### config.mk
export PLATFORM = sky130hd
export DESIGN_NAME = sd_cmd_tx
export DESIGN_NICKNAME = d
export VERILOG_FILES = /design/src/rtl/sd_pkg.sv /design/src/rtl/sd_crc7.sv /design/src/rtl/sd_cmd_tx.sv
export SDC_FILE = /design/constraint.sdc
export NUM_CORES = 1
export LEC_CHECK = 0
export CELL_PAD_IN_SITES_DETAIL_PLACEMENT = 1
export CELL_PAD_IN_SITES_GLOBAL_PLACEMENT = 2
export CORE_MARGIN = 2
export CORE_UTILIZATION = 29
export DETAILED_ROUTE_END_ITERATION = 7
export PLACE_DENSITY = 0.81
export SETUP_SLACK_MARGIN = 0.3
export SYNTH_ARGS = -nofsm -noshare
export SYNTH_HDL_FRONTEND = slang
export SYNTH_SLANG_ARGS = --single-unit
### constraint.sdc
create_clock -name clk -period 1.8 [get_ports clk]
set_input_delay 0.18 -clock clk [delete_from_list [all_inputs] [get_ports clk]]
set_output_delay 0.18 -clock clk [all_outputs]
set_load 0.05 [all_outputs]
### src/rtl/sd_pkg.sv
// Shared SD-bus constants, the command transmitter state type and a serial CRC7 step.
package sd_pkg;

    localparam int unsigned SD_CMD_FRAME_LEN = 48;
    localparam logic [6:0]  SD_CRC7_POLY     = 7'h09;
    localparam int unsigned SD_CMD_ARG_W     = 32;
    localparam int unsigned SD_CMD_IDX_W     = 6;

    typedef enum logic [1:0] {
        IDLE,
        WAIT,
        SHIFT,
        GAP
    } sd_cmd_tx_state_t;

    function automatic logic [6:0] sd_crc7_step(input logic [6:0] crc, input logic din);
        logic fb;
        fb = din ^ crc[6];
        return {crc[5:0], 1'b0} ^ (fb ? SD_CRC7_POLY : 7'h00);
    endfunction

endpackage

### src/rtl/sd_crc7.sv
// Serial CRC7 (x^7+x^3+1), MSB-first input; shared by the command transmitter and response receiver.
module sd_crc7
    import sd_pkg::*;
(
    input  logic       clk,
    input  logic       res,
    input  logic       clr,
    input  logic       en,
    input  logic       din,
    output logic [6:0] crc
);

    logic [6:0] r_crc;

    always_ff @(posedge clk) begin
        if (res || clr) begin
            r_crc <= '0;
        end else if (en) begin
            r_crc <= sd_crc7_step(r_crc, din);
        end
    end

    assign crc = r_crc;

endmodule

### src/rtl/sd_cmd_tx.sv
// SD command frame serialiser paced by the SD clock falling-edge strobe.
// Optional SD_CMD_TX_CNT_EN adds a 16-bit count of completed frames (tx_count).
module sd_cmd_tx
    import sd_pkg::*;
#(
    parameter int unsigned GAP_BITS = 8
) (
    input  logic                    clk,
    input  logic                    res,
    input  logic                    sd_clk_fall,
    input  logic                    cmd_valid,
    output logic                    cmd_ready,
    input  logic [SD_CMD_IDX_W-1:0] cmd_index,
    input  logic [SD_CMD_ARG_W-1:0] cmd_arg,
    output logic                    cmd_out,
    output logic                    cmd_oe,
    output logic                    busy,
    output logic                    done
`ifdef SD_CMD_TX_CNT_EN
    ,
    output logic [15:0]             tx_count
`endif
);

    localparam int unsigned BODY_BITS = SD_CMD_IDX_W + SD_CMD_ARG_W + 2;
    localparam logic [5:0]  CRC_BIT   = 6'(BODY_BITS);
    localparam logic [5:0]  LAST_BIT  = 6'(SD_CMD_FRAME_LEN);
    localparam logic [7:0]  GAP_LAST  = 8'((GAP_BITS == 0) ? 0 : GAP_BITS - 1);

    sd_cmd_tx_state_t       r_state, w_state_nxt;
    logic [BODY_BITS-1:0]   r_frame, w_frame_nxt;
    logic [5:0]             r_bitcnt, w_bitcnt_nxt;
    logic [7:0]             r_gapcnt, w_gapcnt_nxt;
    logic                   r_out, w_out_nxt;
    logic                   r_oe, w_oe_nxt;
    logic                   r_done, w_done_nxt;
    logic                   w_crc_clr, w_crc_en, w_crc_din;
    logic [6:0]             w_crc;

    sd_crc7 u_crc (
        .clk (clk),
        .res (res),
        .clr (w_crc_clr),
        .en  (w_crc_en),
        .din (w_crc_din),
        .crc (w_crc)
    );

    always_ff @(posedge clk) begin
        if (res) begin
            r_state  <= IDLE;
            r_frame  <= '0;
            r_bitcnt <= '0;
            r_gapcnt <= '0;
            r_out    <= 1'b1;
            r_oe     <= 1'b0;
            r_done   <= 1'b0;
        end else begin
            r_state  <= w_state_nxt;
            r_frame  <= w_frame_nxt;
            r_bitcnt <= w_bitcnt_nxt;
            r_gapcnt <= w_gapcnt_nxt;
            r_out    <= w_out_nxt;
            r_oe     <= w_oe_nxt;
            r_done   <= w_done_nxt;
        end
    end

    always_comb begin
        w_state_nxt  = r_state;
        w_frame_nxt  = r_frame;
        w_bitcnt_nxt = r_bitcnt;
        w_gapcnt_nxt = r_gapcnt;
        w_out_nxt    = r_out;
        w_oe_nxt     = r_oe;
        w_done_nxt   = 1'b0;
        w_crc_clr    = 1'b0;
        w_crc_en     = 1'b0;
        w_crc_din    = r_frame[BODY_BITS-1];

        case (r_state)
            IDLE: begin
                if (cmd_valid) begin
                    w_state_nxt  = WAIT;
                    w_frame_nxt  = {1'b0, 1'b1, cmd_index, cmd_arg};
                    w_bitcnt_nxt = '0;
                    w_gapcnt_nxt = '0;
                    w_crc_clr    = 1'b1;
                end
            end
            WAIT, SHIFT: begin
                if (sd_clk_fall) begin
                    w_state_nxt  = SHIFT;
                    w_bitcnt_nxt = r_bitcnt + 6'd1;
                    if (r_bitcnt < CRC_BIT) begin
                        w_out_nxt   = r_frame[BODY_BITS-1];
                        w_oe_nxt    = 1'b1;
                        w_frame_nxt = {r_frame[BODY_BITS-2:0], 1'b0};
                        w_crc_en    = 1'b1;
                    end else if (r_bitcnt == CRC_BIT) begin
                        // Reload the emptied shifter with CRC[5:0] and the end bit so the tail shares the shift path
                        w_out_nxt   = w_crc[6];
                        w_oe_nxt    = 1'b1;
                        w_frame_nxt = {w_crc[5:0], 1'b1, {(BODY_BITS-7){1'b0}}};
                    end else if (r_bitcnt < LAST_BIT) begin
                        w_out_nxt   = r_frame[BODY_BITS-1];
                        w_oe_nxt    = 1'b1;
                        w_frame_nxt = {r_frame[BODY_BITS-2:0], 1'b0};
                    end else begin
                        w_out_nxt = 1'b1;
                        w_oe_nxt  = 1'b0;
                        if (GAP_BITS == 0) begin
                            w_done_nxt  = 1'b1;
                            w_state_nxt = IDLE;
                        end else begin
                            w_state_nxt = GAP;
                        end
                    end
                end
            end
            GAP: begin
                if (sd_clk_fall) begin
                    w_gapcnt_nxt = r_gapcnt + 8'd1;
                    if (r_gapcnt == GAP_LAST) begin
                        w_done_nxt  = 1'b1;
                        w_state_nxt = IDLE;
                    end
                end
            end
            default: w_state_nxt = IDLE;
        endcase
    end

    assign cmd_ready = (r_state == IDLE);
    assign busy      = (r_state != IDLE);
    assign cmd_out   = r_out;
    assign cmd_oe    = r_oe;
    assign done      = r_done;

`ifdef SD_CMD_TX_CNT_EN
    logic [15:0] r_tx_count;

    always_ff @(posedge clk) begin
        if (res) begin
            r_tx_count <= '0;
        end else if (w_done_nxt) begin
            r_tx_count <= r_tx_count + 16'd1;
        end
    end

    assign tx_count = r_tx_count;
`endif

endmodule

==> summary.txt, run 1 <==
Clock tree
  • Clock root buffer: clkbuf_8
  • Worst-Skew Late Latency: 0.36 ns
  • Hold buffer count at CTS: 0
  • Clk slew on worst S/H paths: 0.08 ns
  • TritonCTS buffer count: 9
  • H-tree levels: 3
  • Bufs on Longest Clock Path: 2
  • CTS tree: done
  • Clk sinks: 66

Worst setup path
  • Worst Path Required: 2.06 ns
  • Worst path cell trace: inv_2, ha_4, nor2b_4, nor4b_4, buf_6, clkbuf_16, nor2_2, nor3_1
  • CP peak stage delay: 0.37 ns
  • CP max-delay cell: dfxtp_4
  • Flop-to-flop setup slack: -0.08 ns
  • Critical path fanouts, max: 8
  • CP endpoint kind: flop
  • Crit path arrival time: 2.14 ns
  • RR Endpoint: r_frame[12]
  • Critical Path Source Type: flop
  • Crit path kind: reg -> reg
  • RR Startpoint: r_state[1]
  • Worst reg2reg path depth: 8

Floorplan
  • Die height: 106 um
  • Die ar.: 11300 um^2
  • Core Footprint: 10200 um^2
  • Die W: 106 um
  • # IOs: 47
  • Starting Density: 29.6%
  • Site row count: 37

Run
  • Max Cap Viol: 0

STA
  • Endpoints failing setup: 1
  • WHS: 0.226 ns
  • RSZ-0062 raised after global routing: yes
  • Tcrit/Tclk final: 104%
  • Relative slew slack: 67.6%
  • Slew @ Worst Pin: 0.488 ns
  • Fin. max-slew vios: 0
  • Crit path time final: 1.88 ns
  • Final worst-path setup slack: -0.0752 ns
  • Fmax: 533 MHz
  • Layout Skew: 0.0109 ns
  • Endpoints failing hold: 0

Placed design
  • Detailed Place HPWL: 5810 um
  • PortBufs: 46
  • Final RePlAce weighted congestion: 0.772
  • # placed instances: 530

Global routing
  • Vias in the first global route: 3220
  • Antenna violations before repair: 0
  • Global-route wire length before repair: 17000 um
  • Largest net degree at the start of global routing: 47
  • GRT overflow: 0
  • Tot GR Track Use: 19.2%

Drt
  • 1st-iter DRT viols: 131
  • Antenna-violating nets left: 0
  • Via count: 3185
  • Routed wire length: 11600 um
  • DRC Markers: 0
  • Vias per inst: 5.52
  • Number of iterations in the first detailed-routing pass: 4
  • WL per Instance: 20.1 um

Yosys
  • Avg Cell Area, Syn: 8.60 um^2
  • Net Count, Synth: 400
  • Fraction of registers with async set/reset: 0%
  • Dominant cells by area after synthesis: dfxtp_1, a221oi_1, nor2_1, nor3_1, a21oi_1
  • Synth Instances: 352
  • Top-area cell type share of the netlist area: 43.6%
  • Synth Cell Area: 3030 um^2
  • Post-synth cell types: 46
  • Yosys warnings: 0
  • Yosys reg bits: 66
  • Seq/Total Area, Yosys: 43.6%
  • Post-synth EDFFs: 0
  • Synth Flop Type: dfxtp_1
  • Top cell type by total area after synthesis: dfxtp_1

Worst hold path
  • Hold Crit Depth: 2
  • HP Class: in -> reg
  • Hold Path End: r_gapcnt[0]
  • HP Start: res

Final layout
  • Final core utilization: 49.7%
  • # nets final: 484
  • Most frequent cells in the layout: dfxtp_1, nor2_1, clkdlybuf4s50_1
  • Finished Layout Cells: 577
  • P&R area growth vs syn: 67.9%
  • Share of cells above drive strength 1: 42.0%
  • ANT cells: 0
  • Commonest non-fill, non-tap cell in the layout: dfxtp_1

Pwr
  • PD cells: 1760 nW/um^2
  • Leak: 1.84 nW
  • VDD IR-drop max: 0.000833 V

Outcome
  • Failing checks: negative setup slack
  • Status: finished, violations left
==> cells by family (layout without fill, tap and decap cells) <==
family | after synthesis | count (layout) | share of synthesized area (%)
compound gates | 84 | 84 | 20.1
simple gates | 142 | 142 | 23.2
flops | 66 | 66 | 43.6
buf+inv | 36 | 125 | 4.83
mux | 9 | 9 | 3.10
fa+ha+maj | 6 | 6 | 2.48
xor+xnor | 9 | 9 | 2.60
==> power breakdown <==
part / total (W) / switching, W / internal (W)
clock: 0.00114 / 0.000642 / 0.000502
sequential: 0.00235 / 0.000403 / 0.00195
combinational: 0.00547 / 0.00284 / 0.00263
total: 0.00897 / 0.00388 / 0.00508
==> routing by layer <==
metal,track usage [%],vias up,routed length [um]
met5,0,-,0
met4,5.92,0,250
met3,3.99,21,376
met2,33.7,59,6170
met1,23.3,1625,4830
li1,-,1480,-
==> timing repair <==
item | CTS | global route
gates cloned | 5 | 4
hold endpoints to repair | 0 | 0
resized for setup | 72 | 74
buffers inserted | 18 | 4
pin swaps | 16 | 37
endpoints found under the setup margin | 60 | 65
==> worst max-delay path, delay by kind of cell (launching register included) <==
family	cells	cell delay, ns
fa+ha+maj	1	0.27
buf+inv	3	0.46
flops	1	0.37
simple gates	4	0.66
==> flip-flops by register name, summed over array words and instances, names as in the netlist <==
| name | cells |
|---|---|
| r_bitcnt | 6 |
| r_gapcnt | 8 |
| u_crc.crc | 7 |
| r_state | 2 |
| cmd_oe | 1 |
| cmd_out | 1 |
| r_frame | 40 |
| done | 1 |
==> Yosys cell counts, drive strengths merged, types with 3 or more instances <==
master and instances:
nand2 12, nor2b 5, o21ai 12, nor3 33, clkbuf 21, buf 5, ha 6, o31ai 3
inv 9, mux2i 9, a311oi 3, or3 3, nand3b 5, nand3 6, xnor2 7, dfxtp 66
nor2 57, o41ai 4, nor4b 3, nor4 4, a21oi 19, a221oi 32
==> worst max path at each step <==
| stage | startpoint | end | slack [ns] |
|---|---|---|---|
| after floorplan | r_state[0] | r_frame[1] | -0.07 |
| after global routing | r_state[1] | r_frame[12] | -0.10 |
| after CTS | r_state[1] | r_frame[25] | 0.06 |
| after detailed placement | sd_clk_fall | r_gapcnt[7] | -0.08 |
| final | r_state[1] | r_frame[12] | -0.08 |
| after global placement | sd_clk_fall | r_gapcnt[7] | -0.06 |
==> per-stage QoR <==
step,area [um^2],worst slack (ns),total power [W],setup TNS [ns]
floorplan,3130,-0.0714,0.00431,-2.18
global placement,3840,-0.0597,0.00514,-0.130
detailed placement,3840,-0.0781,0.00524,-1.56
CTS,4630,0.0559,0.00789,0
global route,5080,-0.101,0.00945,-0.451
finish,5080,-0.0752,0.00897,-0.0752
==> layout make-up <==
cell class | instances | area (um^2)
Fill cell | 1093 | 5150
Multi-Input combinational cell | 250 | 2230
Sequential cell | 66 | 1330
Timing Repair Buffer | 99 | 1140
Tap cell | 136 | 170
Clock buffer | 10 | 128
Clock inverter | 6 | 42.5
Inverter | 10 | 41.3
Note: power is estimated with default switching activity, not from simulation.
==> inputs of run 2 (changes only) <==
--- a/config.mk
+++ b/config.mk
@@ -9,6 +9,7 @@
 export CELL_PAD_IN_SITES_GLOBAL_PLACEMENT = 2
 export CORE_MARGIN = 2
 export CORE_UTILIZATION = 29
+export CTS_BUF_LIST = sky130_fd_sc_hd__clkbuf_16
 export DETAILED_ROUTE_END_ITERATION = 7
 export PLACE_DENSITY = 0.81
 export SETUP_SLACK_MARGIN = 0.3
==> run 2 against run 1 <==
Net effect:
- the flow still finishes with violations (negative setup slack)
- routed wire length up 13%
- worst setup slack worse by 0.0075 ns
- combinational power up 12%
- clock skew about the same
- largest power group unchanged
==> summary.txt, run 2 (synthesis results as in run 1) <==
Pwr
  • PD cells: 1910 nW/um^2 (+8.1%)
  • Leak: 1.97 nW (+7.1%)
  • VDD IR-drop max: 0.000895 V (+7.5%)

Clock tree
  • CTS tree: done
  • Clk sinks: 66 (unchanged)
  • TritonCTS buffer count: 9 (unchanged)
  • Worst-Skew Late Latency: 0.34 ns (-0.02 ns)
  • Clk slew on worst S/H paths: 0.07 ns (about the same)
  • Bufs on Longest Clock Path: 2 (unchanged)
  • Clock root buffer: clkbuf_16
  • H-tree levels: 3 (unchanged)

Final layout
  • ANT cells: 0 (unchanged)
  • Commonest non-fill, non-tap cell in the layout: dfxtp_1
  • Share of cells above drive strength 1: 42.2% (+0.24 points)
  • Register area: 1330 um^2 (about the same)
  • Multi-input gate area: 2320 um^2 (+4.0%)
  • Biggest register: r_frame
  • Number of fill cells: 1062 (-2.8%)
  • Finished Layout Cells: 584 (+1.2%)
  • Most frequent cells in the layout: dfxtp_1, nor2_1, clkdlybuf4s50_1
  • # nets final: 491 (+1.4%)
  • P&R area growth vs syn: 77.1%
  • Largest register FFs: 40 (unchanged)

STA
  • RSZ-0062 raised after global routing: yes
  • Endpoints failing setup: 9 (+8)
  • Fin. max-slew vios: 0 (unchanged)
  • Fmax: 531 MHz (-0.40%)
  • Final worst-path setup slack: -0.0827 ns (-0.00745 ns)
  • Crit path time final: 1.88 ns (+0.00745 ns)
  • Layout Skew: 0.0109 ns (-0.0000166 ns)
  • Relative slew slack: 56.7% (-11 points)
  • WHS: 0.209 ns (-0.0169 ns)
  • Tcrit/Tclk final: 105% (+0.41 points)
  • Endpoints failing hold: 0 (unchanged)
  • Slew @ Worst Pin: 0.642 ns (+0.154 ns)

Drt
  • Routed wire length: 13100 um (+13%)
  • Vias per inst: 5.53 (+0.10%)
  • Via count: 3227 (+1.3%)
  • WL per Instance: 22.5 um (+12%)
  • DRC Markers: 0 (unchanged)
  • Number of iterations in the first detailed-routing pass: 4 (unchanged)
  • Antenna-violating nets left: 0 (unchanged)
  • 1st-iter DRT viols: 166 (+27%)

Run
  • Max Cap Viol: 0 (unchanged)

Worst setup path
  • RR Startpoint: r_state[1]
  • Worst reg2reg path depth: 9 (+1)
  • Crit path kind: reg -> reg
  • CP endpoint kind: flop
  • Crit path arrival time: 2.15 ns (about the same)
  • Critical path fanouts, max: 7 (-1)
  • Critical Path Source Type: flop
  • Flop-to-flop setup slack: -0.08 ns (about the same)
  • Worst Path Required: 2.07 ns (about the same)
  • RR Endpoint: r_frame[33]

Outcome
  • Status: finished, violations left
  • Failing checks: negative setup slack

Floorplan
  • Die W: 106 um (unchanged)
  • Die height: 106 um (unchanged)
  • Starting Density: 29.6% (unchanged)
  • Die ar.: 11300 um^2 (unchanged)
  • Site row count: 37 (unchanged)
  • Core Footprint: 10200 um^2 (unchanged)
  • # IOs: 47 (unchanged)

Global routing
  • Antenna violations before repair: 0 (unchanged)
  • GRT overflow: 0 (unchanged)
  • Largest net degree at the start of global routing: 47 (unchanged)
  • Vias in the first global route: 3260 (+1.2%)
  • Global-route wire length before repair: 17800 um (+5.1%)
  • Tot GR Track Use: 20.4% (+1.2 points)

Worst hold path
  • Hold Path End: r_gapcnt[1]
  • Hold Crit Depth: 2 (unchanged)
  • HP Class: in -> reg
  • HP Start: res

Placed design
  • Final RePlAce weighted congestion: 0.772 (unchanged)
  • # placed instances: 530 (unchanged)
  • PortBufs: 46 (unchanged)
  • Place WS: -0.0781 ns (unchanged)
  • Detailed Place HPWL: 5810 um (unchanged)
-- run 2: cell types whose count changed in the layout (fill, tap and decap cells not counted), sizes merged --
cell / delta
buf: +7
inv: +2
clkbuf: -1
clkinv: -1
-- run 2: metrics by stage --
stage	total power, W	cell area [um^2]	utilization [%]	TNS, ns
floorplan	0.00431	3130	-	-2.18
global placement	0.00514	3840	37.5	-0.130
detailed placement	0.00524	3840	37.5	-1.56
CTS	0.00853	4780	46.7	0
global route	0.0107	5360	52.4	-1.13
finish	0.0102	5360	52.4	-0.260
-- run 2: layout make-up --
type | instances | area share [%]
Clock buffer | 9 | 4.20
Multi-Input combinational cell | 250 | 43.3
Sequential cell | 66 | 24.8
Timing Repair Buffer | 106 | 22.9
Inverter | 10 | 0.793
Tap cell | 136 | 3.17
Clock inverter | 7 | 0.863
-- run 2: worst max-delay path by stage --
stage	from	endpoint	cells after the start
detailed placement	sd_clk_fall	r_gapcnt[7]	5
global route	r_state[1]	r_frame[33]	9
finish	r_state[1]	r_frame[33]	9
floorplan	r_state[0]	r_frame[1]	8
global placement	sd_clk_fall	r_gapcnt[7]	5
CTS	r_state[1]	r_frame[33]	9
-- run 2: power breakdown --
group,switching (W),internal (W),leakage [nW]
Clock,0.000730,0.000930,0.133
Combinational,0.00318,0.00294,1.29
Sequential,0.000482,0.00195,0.544
Total,0.00439,0.00583,1.97
-- run 2: timing repair --
item	4_1_cts	5_1_grt
hold buffers	0	0
buffers inserted	19	8
resized for setup	79	78
setup endpoints to repair	58	65
cloned	6	5
pin swaps	15	31
-- run 2: per-layer routing --
metal,vias to the layer above,global-route usage (%),share of wire (%),wire (um)
met3,25,4.60,3.0,395
met2,73,35.6,53,6980
met5,-,0,0,0
li1,1483,-,-,-
met4,0,6.48,2.5,323
met1,1646,24.7,41,5440
-- run 2: worst max-delay path, stage by stage (launching register included) --
cell,delay (ns)
dfxtp_4,0.39
inv_4,0.05
ha_4,0.27
buf_6,0.14
nand2b_4,0.06
nand4b_1,0.11
buf_6,0.19
buf_12,0.15
a211o_1,0.28
a21oi_2,0.17
